`src/rtl/pipe_skid_stage.sv`:
```
// Pipeline stage register with valid/ready handshake, 2-entry skid buffer, flush and
// first-exception-wins capture. Define PIPE_STAGE_STATS_EN to add stall/drop counters.
module pipe_skid_stage #(
  parameter int unsigned DATA_W = 64,
  parameter int unsigned PC_W   = 32,
  parameter int unsigned EXC_W  = 5
) (
  input  logic              clk,
  input  logic              rst,
  input  logic              flush,
  input  logic              in_valid,
  output logic              in_ready,
  input  logic [DATA_W-1:0] in_data,
  input  logic [PC_W-1:0]   in_pc,
  input  logic              in_exc,
  input  logic [EXC_W-1:0]  in_exccode,
  input  logic [PC_W-1:0]   in_badvaddr,
  input  logic              local_exc,
  input  logic [EXC_W-1:0]  local_exccode,
  input  logic [PC_W-1:0]   local_badvaddr,
  output logic              out_valid,
  input  logic              out_ready,
  output logic [DATA_W-1:0] out_data,
  output logic [PC_W-1:0]   out_pc,
  output logic              out_exc,
  output logic [EXC_W-1:0]  out_exccode,
  output logic [PC_W-1:0]   out_badvaddr,
`ifdef PIPE_STAGE_STATS_EN
  output logic [31:0]       stall_cnt,
  output logic [15:0]       drop_cnt,
`endif
  output logic [1:0]        occupancy
);

  typedef struct packed {
    logic [DATA_W-1:0] data;
    logic [PC_W-1:0]   pc;
    logic              exc;
    logic [EXC_W-1:0]  code;
    logic [PC_W-1:0]   badvaddr;
  } entry_t;

  // State encoding equals occupancy.
  typedef enum logic [1:0] {
    StEmpty = 2'd0,
    StOne   = 2'd1,
    StFull  = 2'd2
  } state_e;

  state_e state_q, state_d;
  entry_t main_q, main_d;
  entry_t skid_q, skid_d;
  logic   in_ready_q, in_ready_d;
  entry_t merged;
  logic   accept, pop;

  assign out_valid = (state_q != StEmpty);
  assign in_ready  = in_ready_q;
  assign occupancy = state_q;
  assign accept    = in_valid && in_ready_q;
  assign pop       = out_valid && out_ready;

  // An exception carried from upstream is older than one raised here, so it wins.
  always_comb begin
    merged.data     = in_data;
    merged.pc       = in_pc;
    merged.exc      = 1'b0;
    merged.code     = '0;
    merged.badvaddr = in_pc;
    if (in_exc) begin
      merged.exc      = 1'b1;
      merged.code     = in_exccode;
      merged.badvaddr = in_badvaddr;
    end else if (local_exc) begin
      merged.exc      = 1'b1;
      merged.code     = local_exccode;
      merged.badvaddr = local_badvaddr;
    end
  end

  always_comb begin
    state_d    = state_q;
    main_d     = main_q;
    skid_d     = skid_q;
    in_ready_d = in_ready_q;
    if (flush) begin
      state_d    = StEmpty;
      main_d     = '0;
      skid_d     = '0;
      in_ready_d = 1'b1;
    end else begin
      unique case (state_q)
        StEmpty: begin
          if (accept) begin
            state_d = StOne;
            main_d  = merged;
          end
        end
        StOne: begin
          if (accept && !pop) begin
            state_d    = StFull;
            skid_d     = merged;
            in_ready_d = 1'b0;
          end else if (accept && pop) begin
            main_d = merged;
          end else if (pop) begin
            state_d = StEmpty;
            main_d  = '0;
          end
        end
        StFull: begin
          if (pop) begin
            state_d    = StOne;
            main_d     = skid_q;
            skid_d     = '0;
            in_ready_d = 1'b1;
          end
        end
        default: begin
          state_d    = StEmpty;
          main_d     = '0;
          skid_d     = '0;
          in_ready_d = 1'b1;
        end
      endcase
    end
  end

  always_ff @(posedge clk) begin
    if (!rst) begin
      state_q    <= StEmpty;
      main_q     <= '0;
      skid_q     <= '0;
      in_ready_q <= 1'b1;
    end else begin
      state_q    <= state_d;
      main_q     <= main_d;
      skid_q     <= skid_d;
      in_ready_q <= in_ready_d;
    end
  end

  // Bubbles present all-zero fields.
  always_comb begin
    out_data     = '0;
    out_pc       = '0;
    out_exc      = 1'b0;
    out_exccode  = '0;
    out_badvaddr = '0;
    if (out_valid) begin
      out_data     = main_q.data;
      out_pc       = main_q.pc;
      out_exc      = main_q.exc;
      out_exccode  = main_q.code;
      out_badvaddr = main_q.badvaddr;
    end
  end

`ifdef PIPE_STAGE_STATS_EN
  logic [31:0] stall_cnt_q, stall_cnt_d;
  logic [15:0] drop_cnt_q, drop_cnt_d;
  logic [16:0] drop_sum;

  assign drop_sum  = {1'b0, drop_cnt_q} + {15'd0, occupancy};
  assign stall_cnt = stall_cnt_q;
  assign drop_cnt  = drop_cnt_q;

  always_comb begin
    stall_cnt_d = stall_cnt_q;
    drop_cnt_d  = drop_cnt_q;
    if (out_valid && !out_ready && (stall_cnt_q != '1)) begin
      stall_cnt_d = stall_cnt_q + 32'd1;
    end
    if (flush) begin
      drop_cnt_d = drop_sum[16] ? 16'hFFFF : drop_sum[15:0];
    end
  end

  // Counters survive flush; only reset clears them.
  always_ff @(posedge clk) begin
    if (!rst) begin
      stall_cnt_q <= '0;
      drop_cnt_q  <= '0;
    end else begin
      stall_cnt_q <= stall_cnt_d;
      drop_cnt_q  <= drop_cnt_d;
    end
  end
`endif

endmodule

```
`config.mk`:
```
export PLATFORM = sky130hd
export DESIGN_NAME = pipe_skid_stage
export DESIGN_NICKNAME = d
export VERILOG_FILES = /design/src/rtl/pipe_skid_stage.sv
export SDC_FILE = /design/constraint.sdc
export NUM_CORES = 1
export LEC_CHECK = 0
export ABC_AREA = 0
export BUFFER_PORTS_ARGS = -buffer_cell sky130_fd_sc_hd__buf_2
export CAP_MARGIN = 20
export CORE_ASPECT_RATIO = 1.5
export CORE_MARGIN = 5
export CORE_UTILIZATION = 30
export DETAILED_ROUTE_END_ITERATION = 16
export GPL_ROUTABILITY_DRIVEN = 1
export SYNTH_ARGS = -nofsm -noshare
export SYNTH_HDL_FRONTEND = slang
export SYNTH_SLANG_ARGS = --single-unit
```
`constraint.sdc`:
```
create_clock -name clk -period 4.4 [get_ports clk]
set_clock_uncertainty 0.1 [all_clocks]
set_input_delay 0.22 -clock clk [delete_from_list [all_inputs] [get_ports clk]]
set_output_delay 0.22 -clock clk [all_outputs]
set_load 0.01 [all_outputs]
```
[After elaboration in Yosys (flattened, before gate mapping)]
Index checks and enable logic that the tools add are counted.
Cells by class
  multiplexer cells: 24
  bitwise logic cells: 2
  equal/unequal tests: 9
  reductions and logical operators: 11
Operator list (number)
  $mux 134: 6
  $pmux 134 s3: 2
  $mux 38: 2
  $mux 32: 2
  $mux 64: 1
  $mux 2: 5
  $ne 3x3->1 const B: 3
  $ne 2x2->1 const B: 4
  $reduce_and 4->1: 2
  $pmux 2 s3: 1
  $mux 5: 1
  $logic_and 1x1->1: 4
  $mux 1: 3
  $pmux 1 s3: 1
  $reduce_and 3->1: 1
  $eq 2x1->1 const B: 1
  $eq 2x2->1 const B: 1
  $logic_not 2->1: 1
  $not 1->1: 2
  $reduce_bool 2->1: 1
  $reduce_or 2->1: 1
  $logic_not 1->1: 1
Storage, ports and cells
  register bits after elaboration: 271
  output and inout bits: 138
  input port bits: 177
  logic and storage cells: 58

[Logic depth before layout (Yosys ltp)]
Gate-level depths: netlist (run 1).
  word-level depth: 6
  mapped depth: 10

[Least setup slack after synthesis (run 1)]
No wires, ideal clock.
  path type: flip-flop to flip-flop
  from: reg state_q[0] (netlist: occupancy[0])
  to: reg main_q[26] in the netlist's numbering
  stages on the path, launching flop included: 10
  clock period less this slack: 1913 ps
  slack: 2487 ps
  arrival: 1691 ps
  path buffers: 4
  cells stage by stage: dfxtp_1 -> buf_4 -> nor2_8 -> inv_2 -> o211a_1 -> buf_2 -> nor2b_4 -> buf_6 -> buf_6 -> a221o_1
On the way
  longest elaborated chain between the ends: 6
Ends and longest elaborated chain
  start: declaration: RTL line 50  | state_e state_q, state_d;
  start signal: assignment: RTL line 131  | state_q <= StEmpty;
  start signal: assignment: RTL line 136  | state_q <= state_d;
  $reduce_bool 2->1: RTL line 57  | assign out_valid = (state_q != StEmpty);
  $logic_and 1x1->1: RTL line 61  | assign pop = out_valid && out_ready;
  $logic_and 1x1->1 or $logic_not 1->1 (tied branches): RTL line 104, 100
  $mux 134 or $logic_and 1x1->1 (tied branches): RTL line 104, 100
  $mux 134 or $ne 2x2->1 (tied branches)
  $pmux 134 s3 or $reduce_and 4->1 (tied branches)
  end signal: assignment: RTL line 137  | main_q <= main_d;
  end: declaration: RTL line 51  | entry_t main_q, main_d;
Parallel ways exist; a longest one is shown, timed or not. The select of a mux whose other input is x is not followed.
A chain may end at the register's enable or synchronous reset.

[Worst setup path after layout (run 1)]
  from: reg state_q[1] (netlist: occupancy[1])
  to: out out_badvaddr[28]
On the way
  longest elaborated chain between the ends: 2
Ends and longest elaborated chain
  $reduce_bool 2->1: RTL line 57
  $mux 32: RTL line 150  | if (out_valid) begin
  end: declaration: RTL line 27  | output logic [PC_W-1:0] out_badvaddr,
No other way between the ends.

==> results.yml, run 1 <==
critical_path:
  cp_top_family: "buffers and inverters"
  rr_worst_depth: 4
  slowest_delay_ps: 760
  start_kind: "register"
  crit_buf_inv: 4
  crit-reg2reg-launch: "occupancy[1]"
  path_max_fanout: 69
  end_kind: "output pin"
  rrSetupSlack_ps: 1410
  cp_cell_sequence: "nor2_8 > inv_4 > buf_4 > buf_4 > and2_1 > buf_2"
  crit_top_cell: "buf_4"
  slowest_stage: "dfxtp_1"
  rr_endpoint: "main_q[30]"
  path_class: "register to output pin"
  required_ps: 4080
  arrival_ps: 2940
power:
  power.density_nw_per_um2: 355
  p_leak_uw: 0.00694
  ir_drop_v: 0.000246
sta:
  finalSetupTns_ps: 0
  fmaxAchievable_mhz: 306
  slew_headroom: 0.246
  finalMaxSlewViolations: 0
  finalCritPeriodShare: 0.742
  hold_ws_ps: 35.7
  period_minus_slack_ps: 3260
  hold_violations: 0
  tightest_slew_ps: 1130
  finalSetupViolCount: 0
  rsz0062_at_grt: "false"
hold_path:
  min_to: "main_q[24]"
  hp-start: "in_badvaddr[24]"
  worstHoldPathType: "input port to register"
  min_path_cells: 4
run_status:
  status: "finished, final reports clean"
routing:
  num_vias: 12090
  routed_via_density: 5.23
  wire_per_inst_um: 19.2
  drtAntennaViolNets: 0
  drt_iter0_drc: 698
  drt-total-wl_um: 44400
  drcViolationCount: 0
  firstDrtPassIters: 5
clock_network:
  cts_buffers: 29
  clk_latency_ps: 560
  cts_root_buf: "clkbuf_16"
  cts_tree: "yes"
  clockBufferDepth: 3
  clk_pin_slew_ps: 60
  htreeDepth: 1
  clock_sinks: 271
synth:
  yosysTopAreaCell: "dfxtp_1"
  ys_ff_latch: 271
  ys_seq_area_frac: 0.438
  yosysWarnings: 0
  syn_area_per_cell_um2: 8.68
  synth_area_leaders: "dfxtp_1 (44%), and2_1 (6.8%), nand2_1 (6.0%), a21o_1 (5.9%), o221a_2 (5.1%)"
  syn_inst: 1426
  mappedNetlistNets: 1603
  synthesis.area_um2: 12400
  netlist-cell-type-count: 40
  yosysTopAreaCellShare: 0.438
flow_run:
  maxCapViolations: 0
final_layout:
  nFillCells: 4097
  nets: 1954
  drive_gt1_frac: 0.271
  synthToLayoutAreaGrowth_pct: 33.5
grt:
  grt_use_total: 0.184
  antenna_found_initial: 4
  grt_pass1_wl_um: 67700
  grt_start_max_net_pins: 120
  first_global_vias: 12034
  overflow: 0
floorplan:
  die-area_um2: 45500
  fp.dieH_um: 259
  num_io_pins: 315
  core_um2: 41000
  initial_core_util: 0.302
  core.rowCount: 91
  die_w_um: 176
placement:
  io_buffers: 314
  gp_congestion: 0.792
  hpwlAfterDp_um: 27900
## worst max path at each step
stage / start / end / slack [ps] / cells past startpoint
5_1_grt: occupancy[1] / out_badvaddr[28] / 890 / 6
2_1_floorplan: occupancy[0] / main_q[26] / 2490 / 9
6_report: occupancy[1] / out_badvaddr[28] / 1140 / 6
4_1_cts: occupancy[1] / out_badvaddr[28] / 1050 / 6
3_3_place_gp: occupancy[1] / main_q[16] / 1450 / 4
3_5_place_dp: occupancy[1] / main_q[30] / 1370 / 4
## area by class of cell
| class | instances | area (um2) | area share |
|---|---|---|---|
| Antenna cell | 1 | 2.50 | 0.000151 |
| Clock buffer | 36 | 802 | 0.0485 |
| Multi-Input combinational cell | 1007 | 6370 | 0.385 |
| Tap cell | 511 | 639 | 0.0387 |
| Timing Repair Buffer | 466 | 3070 | 0.186 |
| Sequential cell | 271 | 5430 | 0.328 |
| Clock inverter | 17 | 208 | 0.0126 |
| Inverter | 2 | 10.0 | 0.000606 |
## Yosys cell counts
master     instances
o22a_1             1
and2_1           134
inv_2              1
or2_1              1
a21o_1            97
nand4b_1           1
nor2b_1            3
buf_4              2
buf_6              7
a22o_1             5
a221o_1           32
mux2i_1           32
a211o_1            1
nor2_8             1
clkbuf_1          97
mux2_2            32
nand3b_1           2
buf_1              6
a2bb2oi_1         32
o221a_2           56
nor2b_4            1
o22ai_1            1
o211a_1            2
inv_1              1
o2bb2ai_1          5
xnor2_1            1
o21a_1             1
nor2_1           112
and4b_1            1
or2_2              2
nor3_1             1
nand2_1          197
and3b_1            1
or4b_1             1
nand2b_1           3
o21ai_0           99
dfxtp_1          271
a22oi_1           50
buf_2             34
a21oi_1           99
## worst min-delay path, stage by stage
cell	delay, ps
buf_2	70
mux2i_1	130
nor2_1	120
a221o_1	110
## state kept, by name (all words and copies together), names as in the netlist
register / cells
in_ready: 1
main_q: 134
occupancy: 2
skid_q: 134
## layout by cell type, fill, tap and decap left out, drive strengths merged, types with 2 or more instances in the layout
| cell | count |
|---|---|
| a21o | 97 |
| a21oi | 99 |
| a221o | 32 |
| a22o | 5 |
| a22oi | 50 |
| a2bb2oi | 32 |
| and2 | 134 |
| buf | 332 |
| bufinv | 4 |
| clkbuf | 36 |
| clkinv | 10 |
| dfxtp | 271 |
| dlygate4sd3 | 134 |
| inv | 5 |
| mux2 | 32 |
| mux2i | 32 |
| nand2 | 197 |
| nand2b | 3 |
| nand3b | 2 |
| nor2 | 113 |
| nor2b | 4 |
| o211a | 2 |
| o21ai | 99 |
| o221a | 56 |
| o2bb2ai | 5 |
| or2 | 3 |
## cells by family (layout without fill, tap and decap cells)
group / after synthesis / after routing / share of synthesized area
buffers and inverters: 148 / 521 / 0.0531
DFF: 271 / 271 / 0.438
xor gates and xnor gates: 1 / 1 / 0.000707
AOI/OAI and AO/OA: 481 / 481 / 0.280
muxes: 64 / 64 / 0.0550
and+or+nand+nor: 461 / 461 / 0.173
other: 0 / 1 / 0
## per-stage QoR
step	utilization	cell area, um2	worst slack, ps	instances	power [uW]
2_1_floorplan	-	12400	2490	1426	2980
3_3_place_gp	0.346	14200	1450	2123	3220
3_5_place_dp	0.346	14200	1370	2123	3230
4_1_cts	0.403	16500	1050	2310	5950
5_1_grt	0.403	16500	894	2311	6100
6_report	0.403	16500	1140	2311	5870
## repair_timing
item                      4_1_cts  5_1_grt
hold buffers                  134        0
gates resized for setup         0        0
hold endpoints to repair      248        0
buffers inserted                0        0
## metal layers
layer	track usage	wire length, um
met1	0.219	18000
met2	0.342	23100
met3	0.0223	2020
met4	0.0603	1270
met5	0	13
## where the power goes
| part | leakage [uW] | internal, uW | switching, uW | total (uW) |
|---|---|---|---|---|
| Clock | 0.000506 | 1530 | 1070 | 2600 |
| Sequential | 0.00220 | 2520 | 38.3 | 2560 |
| Combinational | 0.00423 | 323 | 388 | 711 |
| Total | 0.00694 | 4370 | 1500 | 5870 |
Power figures use the tool's default switching activity.
==> inputs of run 2 (changes only) <==
clock period = 2.7 ns   (was 4.4 ns; I/O delays follow)
==> results.yml, run 2 (synthesis results as in run 1) <==
run_status:
  status: "finished, final reports clean"
final_layout:
  final_cell_mix: "buf_2 (314), dfxtp_1 (269), nand2_1 (197)"
  stdcell_area_um2: 16900
  multi_input_area_um2: 6370
  drive_gt1_frac: 0.270
  synthToLayoutAreaGrowth_pct: 36.4
  finalNonFillerCells: 2344
  fin_util: 0.412
  layout_commonest_cell: "buf_2"
  nFillCells: 4015
  regArea_um2: 5430
  nets: 1989
sta:
  tightest_slew_ps: 925
  hold_violations: 0
  slew_headroom: 0.382
  finalSetupViolCount: 0
  finalCritPeriodShare: 0.949
  rsz0062_at_grt: "false"
  period_minus_slack_ps: 2560
  fin_ws_ps: 137
  finalMaxSlewViolations: 0
  fmaxAchievable_mhz: 390
  finalSetupTns_ps: 0
placement:
  place_area_um2: 14400
  place_inst: 2136
  hpwlAfterDp_um: 28100
  io_buffers: 314
  gp_congestion: 0.818
  dp_slack_ps: 375
floorplan:
  die-area_um2: 45500
  num_io_pins: 315
  core.rowCount: 91
  core_um2: 41000
  fp.dieH_um: 259
  die_w_um: 176
  initial_core_util: 0.302
clock_network:
  htreeDepth: 1
  cts_buffers: 28
  clk_pin_slew_ps: 60
  clk_latency_ps: 550
  cts_tree: "yes"
  clock_sinks: 271
  cts_root_buf: "clkbuf_16"
  clockBufferDepth: 3
critical_path:
  path_max_fanout: 49
  path_class: "register to output pin"
  required_ps: 2470
  end_kind: "output pin"
  arrival_ps: 2330
  start_kind: "register"
grt:
  antenna_found_initial: 3
  grt_pass1_wl_um: 69300
  grt_start_max_net_pins: 143
  grt_use_total: 0.189
  overflow: 0
  first_global_vias: 12258
power:
  ir_drop_v: 0.000519
  p_leak_uw: 0.00709
  power.density_nw_per_um2: 551
routing:
  firstDrtPassIters: 5
  drcViolationCount: 0
  drt_iter0_drc: 749
  wire_per_inst_um: 19.3
  drtAntennaViolNets: 0
  drt-total-wl_um: 45300
  routed_via_density: 5.21
  num_vias: 12216
hold_path:
  worstHoldPathType: "input port to register"
flow_run:
  maxCapViolations: 0
==> run 2: cell types whose count changed in the layout (fill, tap and decap cells not counted), moves of 3 or more <==
cell / before / now
dlygate4sd3_1: 134 / 157
buf_12: 2 / 12
clkbuf_1: 2 / 7
buf_4: 16 / 19
bufinv_16: 4 / 1
clkinv_2: 7 / 4
==> run 2: what timing repair did <==
action | in CTS | in global routing
hold buffers | 157 | 0
resized for setup | 2 | 0
buffers inserted | 0 | 0
endpoints found under the hold margin | 266 | 0
setup endpoints to repair | 48 | 0
==> run 2: report_power, final <==
group	internal [uW]	leakage (uW)	switching (uW)	total, uW
sequential	4100	0.00220	53.1	4150
clock	2230	0.000451	1680	3910
combinational	589	0.00444	650	1240
==> run 2: stage by stage <==
stage | hold slack, ps | power (uW)
finish | 33.9 | 9310
global route | 52.3 | 9690
CTS | 1.66 | 9440
detailed placement | 296 | 5290
global placement | 284 | 5270
floorplan | 183 | 4860
==> run 2: path summary, 6_finish.rpt <==
kind,start,to,slack [ps],cells past startpoint
setup reg to reg,in_ready,main_q[2],550,5
setup / recovery,occupancy[1],out_badvaddr[1],140,5
hold / removal,local_badvaddr[8],skid_q[8],30,5
hold reg to reg,main_q[53],main_q[53],350,2
==> run 2: cell type report <==
type                            count  share of cell area
Multi-Input combinational cell   1007               0.377
Sequential cell                   271               0.321
Tap cell                          511              0.0379
Antenna cell                        1            0.000148
Timing Repair Buffer              502               0.209
Clock buffer                       42              0.0494
Clock inverter                      8             0.00452
Inverter                            2            0.000593
==> run 2: metal layers <==
metal / track usage / share of wire / wire length [um] / up-vias
met5: 0 / 0.00015 / 7 / -
met4: 0.0841 / 0.045 / 2050 / 2
met3: 0.0274 / 0.056 / 2510 / 105
met2: 0.337 / 0.51 / 22900 / 414
met1: 0.223 / 0.39 / 17800 / 5904
li1: - / - / - / 5791
==> run 2: critical path, stage by stage, from the launching register on <==
cell and delay, ps:
dfxtp_2 520, nor2_8 80, inv_4 270, buf_4 450, and2_1 260, buf_2 150
